[src/rtl/axis_stream_fifo_if.sv]
// AXI4-Stream beat bundle shared by both sides of axis_stream_fifo.
// The master drives data/valid and the slave drives ready.
interface axis_stream_fifo_if #(
  parameter int DATA_W = 32
);
  logic [DATA_W-1:0]   tdata;
  logic [DATA_W/8-1:0] tkeep;
  logic                tlast;
  logic                tvalid;
  logic                tready;

  modport master (output tdata, tkeep, tlast, tvalid, input tready);
  modport slave  (input tdata, tkeep, tlast, tvalid, output tready);
endinterface

[src/rtl/axis_stream_fifo.sv]
// First-word-fall-through AXI4-Stream FIFO with fill level and packet counter.
// Define AXIS_FIFO_PKT_MODE_EN for store-and-forward; the default build is cut-through.
module axis_stream_fifo #(
  parameter int DATA_W     = 32,
  parameter int DEPTH_LOG2 = 6
) (
  input  logic                  clock,
  input  logic                  reset,
  axis_stream_fifo_if.slave     s,
  axis_stream_fifo_if.master    m,
  output logic [DEPTH_LOG2:0]   level,
  output logic [15:0]           pkt_count,
  output logic                  full,
  output logic                  empty
);
  localparam int KEEP_W  = DATA_W / 8;
  localparam int ENTRY_W = DATA_W + KEEP_W + 1;
  localparam int DEPTH   = 1 << DEPTH_LOG2;
  localparam logic [DEPTH_LOG2:0] FULL_LVL = {1'b1, {DEPTH_LOG2{1'b0}}};

  logic [ENTRY_W-1:0]    mem [DEPTH];
  logic [DEPTH_LOG2-1:0] wr_ptr;
  logic [DEPTH_LOG2-1:0] rd_ptr;
  logic                  wr_en;
  logic                  rd_en;

  assign full  = (level == FULL_LVL);
  assign empty = (level == '0);

  // Ready is held low during reset so no beat is taken while state is being cleared.
  assign s.tready = !full && !reset;
  assign wr_en    = s.tvalid && s.tready;
  assign rd_en    = m.tvalid && m.tready;

  assign {m.tlast, m.tkeep, m.tdata} = mem[rd_ptr];

`ifdef AXIS_FIFO_PKT_MODE_EN
  logic [DEPTH_LOG2:0] pkt_stored;

  always_ff @(posedge clock) begin
    if (reset) begin
      pkt_stored <= '0;
    end else begin
      case ({wr_en && s.tlast, rd_en && m.tlast})
        2'b10:   pkt_stored <= pkt_stored + 1'b1;
        2'b01:   pkt_stored <= pkt_stored - 1'b1;
        default: pkt_stored <= pkt_stored;
      endcase
    end
  end

  // Full override lets packets longer than the storage drain as cut-through.
  assign m.tvalid = !empty && ((pkt_stored != '0) || full);
`else
  assign m.tvalid = !empty;
`endif

  always_ff @(posedge clock) begin
    if (wr_en) begin
      mem[wr_ptr] <= {s.tlast, s.tkeep, s.tdata};
    end
  end

  always_ff @(posedge clock) begin
    if (reset) begin
      wr_ptr    <= '0;
      rd_ptr    <= '0;
      level     <= '0;
      pkt_count <= '0;
    end else begin
      if (wr_en) begin
        wr_ptr <= wr_ptr + 1'b1;
      end
      if (rd_en) begin
        rd_ptr <= rd_ptr + 1'b1;
      end
      case ({wr_en, rd_en})
        2'b10:   level <= level + 1'b1;
        2'b01:   level <= level - 1'b1;
        default: level <= level;
      endcase
      if (wr_en && s.tlast) begin
        pkt_count <= pkt_count + 16'd1;
      end
    end
  end
endmodule

[src/flat_wrapper.sv]
// flat-port wrapper written by rule: the top's interface ports become plain ports
module axis_stream_fifo_flat 
#(
  parameter int DATA_W     = 32,
  parameter int DEPTH_LOG2 = 6
)
  (clock, reset, level, pkt_count, full, empty, s_tdata, s_tkeep, s_tlast, s_tvalid, s_tready, m_tdata, m_tkeep, m_tlast, m_tvalid, m_tready);
  axis_stream_fifo_if #(.DATA_W(DATA_W)) s_i ();
  axis_stream_fifo_if #(.DATA_W(DATA_W)) m_i ();
  input  logic clock;
  input  logic reset;
  output logic [DEPTH_LOG2:0] level;
  output logic [15:0] pkt_count;
  output logic full;
  output logic empty;
  input wire logic [$bits(s_i.tdata)-1:0] s_tdata;
  input wire logic [$bits(s_i.tkeep)-1:0] s_tkeep;
  input wire logic [$bits(s_i.tlast)-1:0] s_tlast;
  input wire logic [$bits(s_i.tvalid)-1:0] s_tvalid;
  output wire logic [$bits(s_i.tready)-1:0] s_tready;
  output wire logic [$bits(m_i.tdata)-1:0] m_tdata;
  output wire logic [$bits(m_i.tkeep)-1:0] m_tkeep;
  output wire logic [$bits(m_i.tlast)-1:0] m_tlast;
  output wire logic [$bits(m_i.tvalid)-1:0] m_tvalid;
  input wire logic [$bits(m_i.tready)-1:0] m_tready;
  assign s_i.tdata = s_tdata;
  assign s_i.tkeep = s_tkeep;
  assign s_i.tlast = s_tlast;
  assign s_i.tvalid = s_tvalid;
  assign s_tready = s_i.tready;
  assign m_tdata = m_i.tdata;
  assign m_tkeep = m_i.tkeep;
  assign m_tlast = m_i.tlast;
  assign m_tvalid = m_i.tvalid;
  assign m_i.tready = m_tready;
  axis_stream_fifo #(.DATA_W(DATA_W), .DEPTH_LOG2(DEPTH_LOG2)) u_core (.clock(clock), .reset(reset), .s(s_i), .m(m_i), .level(level), .pkt_count(pkt_count), .full(full), .empty(empty));
endmodule
[config.mk]
export PLATFORM = sky130hd
export DESIGN_NAME = axis_stream_fifo_flat
export DESIGN_NICKNAME = d
export VERILOG_FILES = /design/src/rtl/axis_stream_fifo_if.sv /design/src/rtl/axis_stream_fifo.sv /design/src/flat_wrapper.sv
export SDC_FILE = /design/constraint.sdc
export NUM_CORES = 2
export LEC_CHECK = 0
export ABC_AREA = 1
export CORE_AREA = 5 5 596 598
export CTS_CLUSTER_DIAMETER = 40
export DETAILED_ROUTE_END_ITERATION = 16
export DIE_AREA = 0 0 601 603
export PLACE_DENSITY = 0.42
export REMOVE_ABC_BUFFERS = 1
export SYNTH_ARGS = -nofsm -noshare
export SYNTH_HDL_FRONTEND = slang
export SYNTH_SLANG_ARGS = --single-unit
[constraint.sdc]
create_clock -name clock -period 8.85 [get_ports clock]
set_input_delay 0.885 -clock clock [delete_from_list [all_inputs] [get_ports clock]]
set_output_delay 0.885 -clock clock [all_outputs]
set_load 0.005 [all_outputs]
==> out/metrics.csv <==
metric;value;unit
critPathCaptureType;primary output;
wl_per_cell;25.5;um
crit_required;7.97;ns
critPathLaunchType;register;
drc;0;
period_share;72.7;%
cts_tree;yes;
synth.mux.area_fraction;0;%
cts_setup_buffers;0;
fillerInstances;34600;
worstPathArrival;5.55;ns
synth_area_leader_cell;edfxtp_1;
grt_max_degree;172;
syn_area;0.0974;mm^2
grt_usage;17.9;%
ctsHoldBuffers;0;
tightest_slew;1.36;ns
die_h;603;um
dp_hpwl;178000;um
grt.overflow.total;0;
core_area;0.349;mm^2
cp_max_fo;141;
ir_drop;0.000181;V
initial_core_util;27.9;%
yosys-top-cells-area;edfxtp_1 73%, nand3_1 11%, nand2_1 10%;
clock-sinks;2409;
final_common_cell;nand2_1;
via_count;64800;
insertion_delay;0.91;ns
rrSetupSlack;4.99;ns
multiInputGateArea;0.0227;mm^2
die_area;0.362;mm^2
drive_gt1_share;10.7;%
cts_resized;0;
path_buf_inv;4;
yosys.area.top_type_share;73.0;%
min_path_cells;1;
register_area;0.0720;mm^2
io_pins;105;
drtAntennaViolNets;0;
yosysSeqAreaShare;73.9;%
max_freq;155;MHz
wirelength;336000;um
period_needed;6.44;ns
area_delta_synth_final;19.6;%
slew_headroom;9.50;%
hold_class;in -> reg;
rr_startpoint;u_core.level[1];
finClkSkew;0.0782;ns
die_width;601;um
finalWorstSetupSlack;2.41;ns
nets;8272;
drtIter0Drc;6071;
worstPathCellList;buf_12 > buf_4 > buf_4 > nand2_1 > nand3_1 > nand3_1 > nand3_1 > nand3_1 > nand2_1 > nand2_1 > nand2_1 > clkdlybuf4s50_1;
synth_xor_area_share;0.144;%
setup_tns;0;ns
yosys.area_share.adder;0.0771;%
final_cell_mix;2704 x nand2_1, 2368 x edfxtp_1, 2227 x nand3_1;
vias_per_cell;4.93;
power;34.6;mW
cts_buffers;392;
synth-compound-area-share;0.260;%
r2r-end;u_core.mem[58][6];
cts_buffer_depth;4;
root_buffer;clkbuf_16;
utilization;33.4;%
p_per_area;297;mW/mm^2
first_pass_iters;6;
io_buffer_count;104;
cpPeakStageDelay;0.90;ns
antenna_found_initial;16;
whs;0.247;ns
grt_pass1_vias;62900;
place_congestion;0.765;
p_leak;40.4;nW
synth-simple-area-share;22.3;%
ys_warn_count;0;
synth_top_family_by_area;simple AND/OR/NAND/NOR gates;
grt_pass1_wl;479000;um
worst-path-stages;12;
status;finished clean;
syn_area_per_cell;12.0;um^2
cap_violations;0;
hold_viol;0;
syn-instance-count;8102;
critPathSlowestCell;buf_4;
cp_top_family;buffers and inverters;
rsz0062_at_grt;false;
h-tree-depth;5;
ys_types;25;
ys_ff_latch;2409;
place_ws;3.28;ns
clkTransAtPathRegs;0.05;ns
crit_type;reg -> out;
r2r_cells;9;
whs_endpoint;u_core.mem[51][32];
setup_violations;0;
min_from;s_tkeep[0];
rows;217;
slew_violations;0;
## power by group
| part | switching [mW] | internal, mW |
|---|---|---|
| Combinational | 4.60 | 1.68 |
| Clock | 5.72 | 9.97 |
| Sequential | 0.0805 | 12.6 |
| Total | 10.4 | 24.2 |
## kinds of logic after synthesis
kind of cell	after synthesis
and+or+nand+nor	5038
DFF	2409
buffers and inverters	583
AOI/OAI and AO/OA	50
xor gates and xnor gates	16
adders and majority gates	6
## metal layers
metal | share of wire [%] | GRT usage [%] | wire [um] | up-vias
met5 | 0 | 0 | 0 | -
met4 | 2.3 | 4.55 | 7610 | 0
met3 | 5.6 | 2.46 | 18700 | 410
met2 | 46 | 28.1 | 153000 | 2056
met1 | 47 | 26.2 | 156000 | 33100
li1 | - | - | - | 29200
## cells in the mapped netlist
master	count
a21oi_1	38
buf_1	61
buf_12	1
buf_2	280
buf_4	25
buf_6	75
buf_8	5
clkbuf_1	77
clkinv_1	1
dfxtp_1	41
edfxtp_1	2368
ha_1	6
inv_1	52
inv_2	5
inv_4	1
nand2_1	2704
nand3_1	2227
nand4_1	4
nor2_1	92
nor3_1	10
nor3_2	1
o21ai_0	11
o21bai_1	1
xnor2_1	5
xor2_1	11
## final cells by class
cell class              instances  share of cell area [%]
repair buffers                253                    2.01
flip-flops and latches       2409                    61.7
well taps                    4599                    4.94
diodes                         10                  0.0215
multi-input cells            5110                    19.4
clock inverters               295                    3.01
clock buffers                 423                    8.59
inverters                      59                   0.229
## state kept, by name (all words and copies together), names as in the netlist, named ones only
signal / flops
u_core.rd_ptr: 6
u_core.pkt_count: 16
u_core.mem: 2368
u_core.wr_ptr: 6
u_core.level: 7
## worst register-to-register path, cell delays in order (launching register included)
cell and delay, ns:
dfxtp_1 0.41, inv_2 0.08, nand2_1 0.09, nor3_2 0.05, nand2_1 0.33, nand3_1 0.37, nor2_1 0.34, nand2_1 0.53
nor2_4 0.74, buf_4 0.50
## through the flow
stage | cell area, um^2 | std cells
floorplan | 94300 | 7578
global placement | 103000 | 12400
detailed placement | 103000 | 12400
CTS | 117000 | 13100
global route | 117000 | 13100
finish | 117000 | 13200
## worst max-delay path by stage
stage	endpoint	slack [ns]
floorplan	m_tlast	-48.92
global placement	m_tdata[12]	3.25
detailed placement	m_tdata[12]	3.28
CTS	m_tdata[12]	2.30
global route	m_tdata[12]	2.17
finish	m_tdata[12]	2.41
No activity file was read; power rests on OpenSTA's default activity.
